<file path="config.mk">
export PLATFORM = sky130hd
export DESIGN_NAME = ssd_scan_capture
export DESIGN_NICKNAME = d
export VERILOG_FILES = /design/src/rtl/ssd_pkg.sv /design/src/rtl/ssd_seg_decode.sv /design/src/rtl/ssd_scan_capture.sv
export SDC_FILE = /design/constraint.sdc
export NUM_CORES = 1
export LEC_CHECK = 0
export CAP_MARGIN = 30
export CORE_MARGIN = 2
export CORE_UTILIZATION = 55
export CTS_CLUSTER_SIZE = 20
export DETAILED_ROUTE_END_ITERATION = 8
export GPL_ROUTABILITY_DRIVEN = 1
export PLACE_DENSITY = 0.77
export SETUP_SLACK_MARGIN = 0.4
export SLEW_MARGIN = 20
export SYNTH_ARGS = -nofsm -noshare
export SYNTH_HDL_FRONTEND = slang
export SYNTH_SLANG_ARGS = --single-unit
</file>
<file path="constraint.sdc">
create_clock -name clk -period 8.97 [get_ports clk]
set_input_delay 2.2425 -clock clk [delete_from_list [all_inputs] [get_ports clk]]
set_output_delay 2.2425 -clock clk [all_outputs]
set_load 0.02 [all_outputs]
</file>
<file path="src/rtl/ssd_pkg.sv">
// ssd_pkg
//   Shared constants for the seven-segment capture path.
//   - SEG_0..SEG_F : active-low segment patterns, bit6=g .. bit0=a
//   - SEG_BLANK    : all segments off
//   - SEG_TABLE    : patterns indexed by the nibble they represent
//   - state_t      : capture FSM encoding
package ssd_pkg;

  localparam logic [6:0] SEG_0 = 7'b1000000;
  localparam logic [6:0] SEG_1 = 7'b1111001;
  localparam logic [6:0] SEG_2 = 7'b0100100;
  localparam logic [6:0] SEG_3 = 7'b0110000;
  localparam logic [6:0] SEG_4 = 7'b0011001;
  localparam logic [6:0] SEG_5 = 7'b0010010;
  localparam logic [6:0] SEG_6 = 7'b0000010;
  localparam logic [6:0] SEG_7 = 7'b1111000;
  localparam logic [6:0] SEG_8 = 7'b0000000;
  localparam logic [6:0] SEG_9 = 7'b0010000;
  localparam logic [6:0] SEG_A = 7'b0001000;
  localparam logic [6:0] SEG_B = 7'b0000011;
  localparam logic [6:0] SEG_C = 7'b1000110;
  localparam logic [6:0] SEG_D = 7'b0100001;
  localparam logic [6:0] SEG_E = 7'b0000110;
  localparam logic [6:0] SEG_F = 7'b0001110;

  localparam logic [6:0] SEG_BLANK = 7'b1111111;

  localparam logic [6:0] SEG_TABLE [16] = '{
    SEG_0, SEG_1, SEG_2, SEG_3, SEG_4, SEG_5, SEG_6, SEG_7,
    SEG_8, SEG_9, SEG_A, SEG_B, SEG_C, SEG_D, SEG_E, SEG_F
  };

  typedef enum logic [1:0] {
    IDLE     = 2'd0,
    SETTLE   = 2'd1,
    CAPTURED = 2'd2
  } state_t;

endpackage

</file>
<file path="src/rtl/ssd_seg_decode.sv">
// ssd_seg_decode
//   Combinational inverse of the hex seven-segment encoder.
//   i_seg      : active-low segment pattern (bit6=g .. bit0=a)
//   o_nibble   : decoded hex value, 0 for blank or unknown patterns
//   o_is_blank : pattern is all segments off
//   o_is_err   : pattern is neither a hex digit nor blank
module ssd_seg_decode
  import ssd_pkg::*;
(
  input  logic [6:0] i_seg,
  output logic [3:0] o_nibble,
  output logic       o_is_blank,
  output logic       o_is_err
);

  logic [15:0] w_hit;

  genvar gi;
  generate
    for (gi = 0; gi < 16; gi++) begin : g_hit
      assign w_hit[gi] = (i_seg == SEG_TABLE[gi]);
    end
  endgenerate

  // Table entries are unique, so at most one hit bit is set.
  always_comb begin
    o_nibble = 4'd0;
    for (int k = 0; k < 16; k++) begin
      if (w_hit[k]) o_nibble = 4'(k);
    end
  end

  assign o_is_blank = (i_seg == SEG_BLANK);
  assign o_is_err   = ~o_is_blank & ~(|w_hit);

endmodule

</file>
<file path="src/rtl/ssd_scan_capture.sv">
// ssd_scan_capture
//   Samples the multiplexed anode/segment lines of a scanned display and
//   rebuilds the displayed NUM_DIGITS-digit hex value once every digit has
//   been captured at least once.
//   clk, reset   : clock, synchronous active-high reset
//   an_in        : active-low anode lines, bit i selects digit i
//   seg_in       : active-low segments, bit6=g .. bit0=a
//   value        : last complete frame, digit i in value[4i+3:4i]
//   blank_mask   : bit i set if digit i was blank in the last frame
//   frame_valid  : one-cycle pulse when value/blank_mask update
//   code_err     : one-cycle pulse after capturing an unknown pattern
module ssd_scan_capture
  import ssd_pkg::*;
#(
  parameter int NUM_DIGITS    = 4,
  parameter int STABLE_CYCLES = 4
)(
  input  logic                    clk,
  input  logic                    reset,
  input  logic [NUM_DIGITS-1:0]   an_in,
  input  logic [6:0]              seg_in,
  output logic [4*NUM_DIGITS-1:0] value,
  output logic [NUM_DIGITS-1:0]   blank_mask,
  output logic                    frame_valid,
  output logic                    code_err
);

  localparam int CNT_W = $clog2(STABLE_CYCLES);
  localparam logic [CNT_W-1:0] CNT_MAX = CNT_W'(STABLE_CYCLES - 1);
  // The count lags the input by one edge, so the edge that completes
  // STABLE_CYCLES identical samples sees a count of STABLE_CYCLES-2.
  localparam logic [CNT_W-1:0] CNT_CAP = CNT_W'(STABLE_CYCLES - 2);

  logic [NUM_DIGITS-1:0]   r_an_q;
  logic [6:0]              r_seg_q;
  logic [CNT_W-1:0]        r_cnt;
  state_t                  r_state;
  state_t                  w_state_next;
  logic                    w_capture;
  logic                    w_changed;
  logic                    w_an_ok;
  logic                    w_frame_done;
  logic [NUM_DIGITS-1:0]   r_seen;
  logic [3:0]              r_shadow_nib [NUM_DIGITS];
  logic [NUM_DIGITS-1:0]   r_shadow_blank;
  logic [4*NUM_DIGITS-1:0] w_shadow_flat;
  logic [4*NUM_DIGITS-1:0] r_value;
  logic [NUM_DIGITS-1:0]   r_blank;
  logic                    r_frame_valid;
  logic                    r_code_err;
  logic [3:0]              w_dec_nib;
  logic                    w_dec_blank;
  logic                    w_dec_err;

  ssd_seg_decode u_decode (
    .i_seg      (seg_in),
    .o_nibble   (w_dec_nib),
    .o_is_blank (w_dec_blank),
    .o_is_err   (w_dec_err)
  );

  assign w_changed    = ({an_in, seg_in} != {r_an_q, r_seg_q});
  assign w_an_ok      = ($countones(~an_in) == 1);
  assign w_frame_done = &r_seen;

  // Input history and stability counter.
  always_ff @(posedge clk) begin
    if (reset) begin
      r_an_q  <= '0;
      r_seg_q <= '0;
      r_cnt   <= '0;
    end else begin
      r_an_q  <= an_in;
      r_seg_q <= seg_in;
      if (w_changed)             r_cnt <= '0;
      else if (r_cnt != CNT_MAX) r_cnt <= r_cnt + 1'b1;
    end
  end

  always_ff @(posedge clk) begin
    if (reset) r_state <= IDLE;
    else       r_state <= w_state_next;
  end

  always_comb begin
    w_state_next = r_state;
    w_capture    = 1'b0;
    case (r_state)
      IDLE: begin
        if (w_an_ok) w_state_next = SETTLE;
      end
      SETTLE: begin
        if (!w_an_ok) begin
          w_state_next = IDLE;
        end else if (!w_changed && (r_cnt >= CNT_CAP)) begin
          w_capture    = 1'b1;
          w_state_next = CAPTURED;
        end
      end
      CAPTURED: begin
        if (!w_an_ok)       w_state_next = IDLE;
        else if (w_changed) w_state_next = SETTLE;
      end
      default: w_state_next = IDLE;
    endcase
  end

  // Shadow slots: a capture writes the slot selected by the low anode bit.
  // Coverage clears on frame completion before a same-edge capture sets it.
  always_ff @(posedge clk) begin
    if (reset) begin
      r_seen         <= '0;
      r_shadow_blank <= '0;
      for (int k = 0; k < NUM_DIGITS; k++) r_shadow_nib[k] <= 4'd0;
    end else begin
      r_seen <= (w_frame_done ? '0 : r_seen) | (w_capture ? ~an_in : '0);
      for (int k = 0; k < NUM_DIGITS; k++) begin
        if (w_capture && !an_in[k]) begin
          r_shadow_nib[k]   <= w_dec_nib;
          r_shadow_blank[k] <= w_dec_blank;
        end
      end
    end
  end

  genvar gi;
  generate
    for (gi = 0; gi < NUM_DIGITS; gi++) begin : g_pack
      assign w_shadow_flat[4*gi +: 4] = r_shadow_nib[gi];
    end
  endgenerate

  // Output registers: value/blank_mask copy the shadow (pre-capture contents)
  // atomically on the completing edge.
  always_ff @(posedge clk) begin
    if (reset) begin
      r_value       <= '0;
      r_blank       <= '0;
      r_frame_valid <= 1'b0;
      r_code_err    <= 1'b0;
    end else begin
      r_frame_valid <= w_frame_done;
      r_code_err    <= w_capture & w_dec_err;
      if (w_frame_done) begin
        r_value <= w_shadow_flat;
        r_blank <= r_shadow_blank;
      end
    end
  end

  assign value       = r_value;
  assign blank_mask  = r_blank;
  assign frame_valid = r_frame_valid;
  assign code_err    = r_code_err;

endmodule

</file>
; ---- Word level (Yosys, flattened, before mapping)
; Memories as Yosys holds them, arrays and structs flattened. A register that Yosys moved wholly into a read port is not among the register bits.
; Cells that the tools add are included.
[classes]
add_sub_neg = 4
magnitude_cmp = 1
n_eq_ne = 24
mux = 44
bitwise = 10
reduce_logical = 16
[op_table]
columns = op, n
row1 = $mux W4, 14
row2 = $eq A7 B7 Y1 const B, 5
row3 = $eq A7 B5 Y1 const B, 3
row4 = $eq A7 B6 Y1 const B, 3
row5 = $mux W1, 18
row6 = $reduce_or A16 Y1, 1
row7 = $eq A7 B2 Y1 const B, 2
row8 = $eq A7 B4 Y1 const B, 2
row9 = $mux W2, 7
row10 = $mux W3, 4
row11 = $ne A11 B11 Y1, 1
row12 = $eq A7 B3 Y1 const B, 1
row13 = $logic_not A7 Y1, 1
row14 = $ne A3 B3 Y1 const B, 2
row15 = $pmux W2 S3, 1
row16 = $logic_and A1 B1 Y1, 5
row17 = $logic_not A1 Y1, 5
row18 = $add A1 B1 Y2, 2
row19 = $ne A2 B2 Y1 const B, 2
row20 = $not A4 Y4, 1
row21 = $or A1 B1 Y1, 4
row22 = $or A4 B4 Y4, 1
row23 = $reduce_and A4 Y1, 1
row24 = $add A2 B2 Y3, 1
row25 = 10 further kinds, 12
[totals]
regBits = 29
ramBits = 16
inputBits = 13
output_inout_bits = 22
n_memories = 1
[memory_table]
columns = memory, depth, width, rd, rd_clocked_by_memory_dff, wr, line_no
row1 = r_shadow_nib, 4, 4, 4, 4, 4, ssd_scan_capture.sv:44  ; logic [3:0] r_shadow_nib [NUM_DIGITS];

; ---- Depth between registers and ports, before layout
[logic_depth]
ltp_word = 17
ltp_mapped = 11
depth_no_buf = 9

; ---- Modules after synthesis
; From an unflattened synthesis, not the netlist that was laid out.
[hier_totals]
hier_cells = 306
hier_area_um2 = 2891.5
[modules_own_cells]
columns = module, instances, cells_per_inst, area_per_inst_um2
row1 = ssd_scan_capture, 1, 246, 2489.9
row2 = ssd_seg_decode, 1, 60, 401.6

; ---- Worst setup path after synthesis
; No wires, ideal clock.
[synth_timing]
path_kind = input port to flip-flop
from = in an_in[0]
to = mem r_shadow_nib[1][1], data pin
setup_time_ns = 0.157
t_arrival_ns = 4.599
required_time_ns = 8.813
slack_ns = 4.214
stages = 11
path_buffers = 2
cell_sequence = fa_1 > inv_1 > ha_1 > ha_1 > or3b_1 > nor3_2 > nand4_2 > or2_1 > buf_6 > buf_8 > nor3_1
[synth_lines]
columns = item, line_no
row1 = start: declaration, ssd_scan_capture.sv:20  ; input logic [NUM_DIGITS-1:0] an_in,
row2 = end: declaration, ssd_scan_capture.sv:44

==> impl_metrics.yaml <==
yosys:
  synth-main-ff-cell: "dfxtp_1"
  yosysTopAreaCell: "dfxtp_1"
  async_flop_share_pct: 0
  synth_area_mm2: 0.00273
  synth_most_common_cell: "nand2_1"
  syn_area_per_cell_um2: 9.29
  synth_edf_count: 16
  ys_ff_latch: 61
  yosys-top-cells-area: "dfxtp_1, edfxtp_1, nand2_1"
  synth.top_cells.by_count: "nand2_1, dfxtp_1, a21oi_1"
  syn-num-nets: 312
  syn_inst: 294
  yosysWarnings: 0
  synth_seq_area_share_pct: 50.5
  yosysTopAreaCellShare_pct: 33.0
  ys_types: 45
floorplanning:
  io_pins: 35
  dieArea_mm2: 0.00555
  die_h_um: 74.5
  die_x_um: 74.5
  num_rows: 25
  initial_core_util_pct: 57.5
  coreArea_mm2: 0.00475
finish:
  nNetsFinal: 337
  final_util_pct: 67.7
  drive_above_1_share_pct: 8.64
  syn_to_final_growth_pct: 17.8
  antenna_cells: 0
sta:
  fin_worst_skew_ns: 0.00625
  report.final.hold_viol_count: 0
  rsz0062_at_grt: "no"
  maxSlewViolCount: 0
  finalSetupViolCount: 0
  timing.fmax_mhz: 186
  worst_pin_slew_ns: 0.650
  setup_ws_ns: 3.60
  slew_headroom_pct: 56.7
  final.min_clock_period_ns: 5.37
  fin_crit_sh_pct: 59.9
  tns_ns: 0
global_routing:
  first_global_vias: 1840
  grt_max_degree: 48
  grt_pass1_wl_um: 8490
  grt_usage_pct: 20.8
  grt-ovfl-total: 0
  antenna_found_initial: 0
clock_network:
  clock_path_buffers: 2
  clockRootBuffer: "clkbuf_8"
  cts_made_buffers: 9
  htreeDepth: 3
  tritoncts: "built"
  clkTransAtPathRegs_ns: 0.06
  cts_hold_buf: 0
  cts_resized: 0
  clock_sinks: 61
  clk_latency_ns: 0.34
  cts_setup_buffers: 0
detailed_routing:
  drt-total-wl_um: 5040
  ant_nets: 0
  drt_iter0_markers: 173
  drcViolationCount: 0
  vias: 2092
  avgRoutedWirePerCell_um: 12.9
  via_per_inst: 5.35
  firstDrtPassIters: 4
worst_setup_path:
  start_kind: "primary input"
  critPathMostFrequentCell: "ha_1"
  worstPathMaxFanout: 17
  cp_num_buf_inv: 2
  rrSetupSlack_ns: 6.90
  critPathKind: "in2reg"
  end_kind: "flip-flop"
  crit_path_max_incr_delay_ns: 0.61
  path_cells: "clkdlybuf4s50_1, fa_1, inv_1, ha_1, ha_1, or3b_1, nor3_2, nand4_2, or2_1, nor3_1"
  cp_top_family: "simple AND/OR/NAND/NOR gates"
  required_ns: 9.13
  crit_slowest_cell: "clkdlybuf4s50_1"
  crit_arrival_ns: 5.53
power:
  p_per_area_mw_per_mm2: 164
  p_leak_nw: 1.11
  peakVddDrop_mv: 0.0820
run:
  max_cap_violations: 0
placement:
  gp_congestion: 0.878
  dp_hpwl_um: 3560
  dp_slack_ns: 3.27
  numPortBuffers: 34
hold_path:
  hp-class: "reg2reg"
outcome:
  status: "finished, final reports clean"
worst min-delay path, cell delays in order (launching register included):
cell,delay (ns)
dfxtp_1,0.31
nand2_1,0.05
a21oi_1,0.05
worst paths after layout:
kind                            startpoint            endpoint  cells after the start
worst max-delay path              an_in[0]  r_shadow_nib[3][1]                     10
worst min register to register   value[11]           value[11]                      2
worst max register to register    r_cnt[0]  r_shadow_nib[3][1]                      7
worst min-delay path             value[11]           value[11]                      2
power breakdown:
| part | total [mW] | internal [mW] | switching [mW] |
|---|---|---|---|
| sequential | 0.289 | 0.287 | 0.00209 |
| combinational | 0.0392 | 0.0151 | 0.0241 |
| clock | 0.199 | 0.0951 | 0.104 |
metal layers:
metal,share of wire (%),wire [µm],global-route usage [%],up-vias
met1,45,2280,26.3,954
li1,-,-,-,1060
met5,0,0,0,-
met3,5.0,252,7.05,21
met4,3.7,185,12.9,0
met2,46,2330,30.8,57
through the flow:
stage	std cells	cell area (µm²)	power, mW	hold slack [ns]
2_1_floorplan	294	2730	0.323	0.432
3_3_place_gp	374	3050	0.334	0.443
3_5_place_dp	375	3060	0.334	0.447
4_1_cts	391	3220	0.530	0.456
5_1_grt	391	3220	0.549	0.466
6_report	391	3220	0.527	0.453
layout by cell type, fill, tap and decap left out, drive strengths merged, types with 5 or more instances in the layout:
cell           count
nor2b              9
clkinv             6
nor3              20
nand2             52
edfxtp            16
xor2              12
o21ai              5
or2                6
dfxtp             45
clkbuf             9
a21oi             25
nor2              18
inv                8
nand2b            10
clkdlybuf4s50     34
layout make-up:
type | count | area, µm²
repair buffers | 36 | 359
clock inverters | 7 | 32.5
multi-input cells | 203 | 1210
fillers | 388 | 1540
inverters | 8 | 30.0
clock buffers | 9 | 124
well taps | 67 | 83.8
flip-flops and latches | 61 | 1380
cells by family after synthesis:
| group | share of synthesized area, % |
|---|---|
| compound gates | 10.0 |
| xor+xnor | 3.85 |
| fa+ha+maj | 2.56 |
| buf+inv | 5.22 |
| flops | 50.5 |
| mux | 2.29 |
| simple gates | 25.5 |
sequential cells by signal, indices dropped and copies added, names as in the netlist:
| signal | count |
|---|---|
| blank_mask | 4 |
| value | 16 |
| r_an_q | 4 |
| r_shadow_nib | 16 |
| r_shadow_blank | 4 |
| r_cnt | 2 |
| code_err | 1 |
| r_seen | 4 |
| r_seg_q | 7 |
| frame_valid | 1 |
| r_state | 2 |
No activity file was read; power rests on OpenSTA's default activity.
==> RTL edit 1, RTL diff (config.mk and constraints unchanged) <==
`STABLE_CYCLES`: 4 -> 2.
--- a/src/rtl/ssd_scan_capture.sv
+++ b/src/rtl/ssd_scan_capture.sv
@@ -13,7 +13,7 @@
   import ssd_pkg::*;
 #(
   parameter int NUM_DIGITS    = 4,
-  parameter int STABLE_CYCLES = 4
+  parameter int STABLE_CYCLES = 2
 )(
   input  logic                    clk,
   input  logic                    reset,
Behaviour: not the same (Yosys sat finds a counterexample within 4 cycles, from zero or initial values and one cycle with reset high).
==> RTL edit 1 against the original RTL <==
- final area is 0.86% lower
- sequential share of layout area decreased by 0.88 points
- worst setup slack better by 0.26 ns
- total power increased by 2.1%
- fmax up 5.0%
- area after synthesis is 0.78% lower
- wire length grew 3.2%
- sequential cell count decreased by 2
- critical path type unchanged
- largest cell class unchanged
- largest power group unchanged
==> RTL edit 1: results (changes against the original RTL) <==
Logic synthesis
  – Sequential-to-total area share from yosys stat: 0.4947 (-0.01080)
  – Top area cells in the synthesized netlist: dfxtp_1 32%, edfxtp_1 18%, nand2_1 6.4%
  – Distinct cells, synth: 52 (+16%)
  – Synthesized Nets: 299 (-4.2%)
  – Synth Area in Compound Gates: 0.1103 (+0.01002)
  – Post-Synth Adder-Cell Area: 0.01661 (-0.009028)
  – Commonest cells post-synth: 46 x nand2_1, 43 x dfxtp_1, 28 x a21oi_1
  – XOR/XNOR Fraction of Synth Area: 0.04199 (+0.003532)

Pwr
  – VDD IR-drop max: 0.1290 mV (+57%)
  – Net switching power: 130.5 µW (+0.46%)
  – Leakage power: 1.128 nW (+1.7%)

GRT
  – GRT Util Overall: 0.2099 (+0.001554)
  – Global-route wire length before repair: 8.404 mm (-1.0%)
  – Vias in the first global route: 1754 (-4.7%)
  – Largest net degree at the start of global routing: 47 (-2.1%)

Place
  – Post-DP Area: 3022 µm² (-1.3%)
  – Hpwl dp: 3.510 mm (-1.5%)
  – Pre-CTS setup slack: 3.533 ns (+0.2609 ns)

Run status
  – Outcome: completed

Layout
  – Layout fillers: 384 (-1.0%)
  – Layout cells sized above 1: 0.07166 (-0.01476)

Worst setup path
  – CP arrival: 5.14 ns (-0.39 ns)
  – Worst reg2reg setup slack: 6.98 ns (+0.08 ns)

Routing
  – Vias: 2024 (-3.3%)
  – 1st-iter DRT viols: 129 (-25%)

Timing
  – Worst-Margin Slew: 0.6970 ns (+0.04710 ns)
  – Final Cycle Share: 0.5700 (-0.02857)
==> RTL edit 1: area by class of cell <==
cell class	count	area [µm²]	share of cell area
clock buffers	13	158.9	0.04978
inverters	4	15.01	0.004704
multi-input cells	193	1222	0.3830
repair buffers	36	359.1	0.1125
well taps	67	83.83	0.02626
clock inverters	2	11.26	0.003528
flip-flops and latches	59	1341	0.4202
==> RTL edit 1: final timing paths <==
path	start	cells past startpoint	endpoint
hold reg to reg	r_shadow_blank[3]	2	blank_mask[3]
setup / recovery	an_in[0]	9	r_shadow_nib[1][1]
hold / removal	r_shadow_blank[3]	2	blank_mask[3]
setup reg to reg	r_an_q[2]	4	r_shadow_nib[1][1]
==> RTL edit 1: stage by stage <==
step | utilization | hold slack, ns | power, mW | cells
after detailed placement | 0.6397 | 0.4465 | 0.3305 | 359
after floorplan | - | 0.4324 | 0.3199 | 283
after global routing | 0.6758 | 0.4747 | 0.5592 | 374
after global placement | 0.6374 | 0.4428 | 0.3292 | 358
after CTS | 0.6758 | 0.4545 | 0.5416 | 374
final | 0.6758 | 0.4519 | 0.5386 | 374
==> RTL edit 1: power groups by stage <==
| stage | logic [mW] | clock network [mW] | registers (mW) |
|---|---|---|---|
| 2_1_floorplan | 0.0345 | 0 | 0.285 |
| 3_3_place_gp | 0.0434 | 0 | 0.286 |
| 3_5_place_dp | 0.0445 | 0 | 0.286 |
| 4_1_cts | 0.0446 | 0.217 | 0.280 |
| 5_1_grt | 0.0497 | 0.229 | 0.280 |
| 6_report | 0.0449 | 0.214 | 0.280 |
==> RTL edit 1: kinds of logic (layout without fill, tap and decap cells) <==
family,count (synthesis),in the layout
xor+xnor,13,13
fa+ha+maj,3,3
buf+inv,31,55
simple gates,125,125
mux,4,4
flops,59,59
compound gates,48,48
==> RTL edit 1: per-layer routing <==
layer	share of wire	GRT usage
met4	0.026	0.1230
met1	0.48	0.2860
met3	0.042	0.05827
met5	0	0
met2	0.46	0.2996
==> RTL edit 1: critical path, stage by stage <==
cell             delay, ns
clkdlybuf4s50_1       0.59
fa_1                  0.60
inv_1                 0.04
ha_1                  0.17
ha_1                  0.26
or3b_1                0.50
nor3_1                0.21
nand4_1               0.25
nand2b_1              0.28
==> RTL edit 2, RTL diff (config.mk and constraints unchanged) <==
Without the edit above. Reset style: asynchronous (`reset`), changed in 4 clocked blocks. Comments in the files are not updated.
--- a/src/rtl/ssd_scan_capture.sv
+++ b/src/rtl/ssd_scan_capture.sv
@@ -64,7 +64,7 @@
   assign w_frame_done = &r_seen;
 
   // Input history and stability counter.
-  always_ff @(posedge clk) begin
+  always_ff @(posedge clk or posedge reset) begin
     if (reset) begin
       r_an_q  <= '0;
       r_seg_q <= '0;
@@ -77,7 +77,7 @@
     end
   end
 
-  always_ff @(posedge clk) begin
+  always_ff @(posedge clk or posedge reset) begin
     if (reset) r_state <= IDLE;
     else       r_state <= w_state_next;
   end
@@ -107,7 +107,7 @@
 
   // Shadow slots: a capture writes the slot selected by the low anode bit.
   // Coverage clears on frame completion before a same-edge capture sets it.
-  always_ff @(posedge clk) begin
+  always_ff @(posedge clk or posedge reset) begin
     if (reset) begin
       r_seen         <= '0;
       r_shadow_blank <= '0;
@@ -132,7 +132,7 @@
 
   // Output registers: value/blank_mask copy the shadow (pre-capture contents)
   // atomically on the completing edge.
-  always_ff @(posedge clk) begin
+  always_ff @(posedge clk or posedge reset) begin
     if (reset) begin
       r_value       <= '0;
       r_blank       <= '0;
Behaviour: differs if reset is asserted again (counterexample within 10 cycles, from zero or initial values and one cycle with reset high); with reset held inactive, the same outputs for 10 cycles.
==> RTL edit 2 against the original RTL <==
- first-iteration DRC count decreased by 60%
- area after synthesis about the same
- global-route usage grew 0.82 points
- total power fell by 0.53%
- sequential cell count is the same
- worst setup slack better by 0.15 ns
- combinational power fell by 5.4%
- sequential power down 3%
- final area grew 2.8%
- non-clock buffer count up 1
- wire length increased by 3.9%
- largest power group unchanged
==> RTL edit 2: results (changes against the original RTL) <==
Layout
  – Nets: 308 (-8.6%)
  – Non-clock inverter count: 9 (+1)
  – Non-clock buffer count: 37 (+2.8%)
  – Final clock-cell share: 0.05104 (+0.002458)
  – Area occupied by multi-input gates: 1136 µm² (-6.0%)
  – Clock buffer count: 12 (+3)
  – Sequential share of cell area: 0.4612 (+0.03218)
  – Layout fillers: 393 (+1.3%)
  – Buffering overhead: 0.1089 (-0.002658)
  – Layout cells sized above 1: 0.1424 (+0.05595)
  – Multi-input combinational cell count: 172 (-15%)

GRT
  – Largest net degree at the start of global routing: 62 (+29%)
  – GRT Util Overall: 0.2165 (+0.008244)
  – Global-route wire length before repair: 8.818 mm (+3.8%)

Logic synthesis
  – Distinct cells, synth: 42 (-6.7%)
  – Commonest cells post-synth: 61 x dfrtp_1, 60 x nand2_1, 17 x mux2_2
  – Post-Synth Adder-Cell Area: 0.02562 (about the same)
  – Synthesized Nets: 270 (-13%)
  – Sequential-to-total area share from yosys stat: 0.5581 (+0.05260)
  – XOR/XNOR Fraction of Synth Area: 0.04163 (+0.003167)
  – Top area cells in the synthesized netlist: dfrtp_1 56%, nand2_1 8.2%, mux2_2 7.0%
  – Ys async rst share: 1.000 (+1.000)
  – Synth Flop Type: dfrtp_1
  – Synth Area in Compound Gates: 0.06038 (-0.03989)
  – Multiplexer share of the synthesized area: 0.08097 (+0.05808)

Routing
  – 1st-iter DRT viols: 69 (-60%)
  – Vias/cell: 5.345 (about the same)
  – Routed wire per std cell: 14.48 µm (+12%)

CTS
  – Maximum root-to-sink buffer count: 2 (unchanged)

Run status
  – Outcome: completed

Place
  – Pre-CTS setup slack: 3.397 ns (+0.1251 ns)
  – Hpwl dp: 3.449 mm (-3.2%)
  – RePlAce Congestion: 0.8562 (-2.5%)

Pwr
  – Leakage power: 1.598 nW (+44%)
  – VDD IR-drop max: 0.1332 mV (+63%)
  – Net switching power: 125.5 µW (-3.4%)

Worst setup path
  – Crit path max-delay cell type: fa_1
  – CP peak stage delay: 0.57 ns (-0.04 ns)
  – Worst Path Max Fanout: 6 (-11)
  – CP arrival: 5.43 ns (-0.10 ns)

Timing
  – Worst-Margin Slew: 0.7348 ns (+0.08485 ns)
  – Clock Skews: 0.007388 ns (+0.001141 ns)
-- RTL edit 2: power by group through the flow --
stage	combinational, mW	sequential (mW)	clock (mW)
after floorplan	0.0235	0.285	0
after global placement	0.0361	0.285	0
after detailed placement	0.0369	0.285	0
after CTS	0.0374	0.280	0.212
after global routing	0.0420	0.281	0.221
final	0.0371	0.280	0.207
-- RTL edit 2: worst paths after layout --
kind,startpoint,end,slack [ns],cells after the start
setup / recovery,an_in[0],r_shadow_nib[5],3.75,9
hold / removal,r_shadow_nib[2],value[14],0.46,2
setup reg to reg,r_seg_q[5],r_shadow_nib[5],6.74,5
hold reg to reg,r_shadow_nib[2],value[14],0.46,2
max in group asynchronous,reset,r_shadow_blank[1],6.04,3
min in group asynchronous,reset,r_state[0],2.44,3
-- RTL edit 2: cells by family (layout without fill, tap and decap cells) --
family                   count (synthesis)  in the layout
multiplexers                            20             20
adder cells (fa/ha/maj)                  5              5
AND/OR/NAND/NOR                        108            108
buffers and inverters                   19             62
XOR/XNOR                                13             13
AO/OA/AOI/OAI                           26             26
flip-flops                              61             61
-- RTL edit 2: per-layer routing --
metal  track usage  part of all wire  vias up
met5             0                 0        -
met4       0.09524             0.018        0
met3       0.04607             0.035        8
met2        0.3284              0.50       40
met1        0.3031              0.45      949
li1              -                 -      938
-- RTL edit 2: stage by stage --
| step | cells | cell area (µm²) |
|---|---|---|
| 5_1_grt | 362 | 3309 |
| 2_1_floorplan | 252 | 2735 |
| 6_report | 362 | 3309 |
| 3_5_place_dp | 345 | 3136 |
| 4_1_cts | 361 | 3304 |
| 3_3_place_gp | 345 | 3136 |
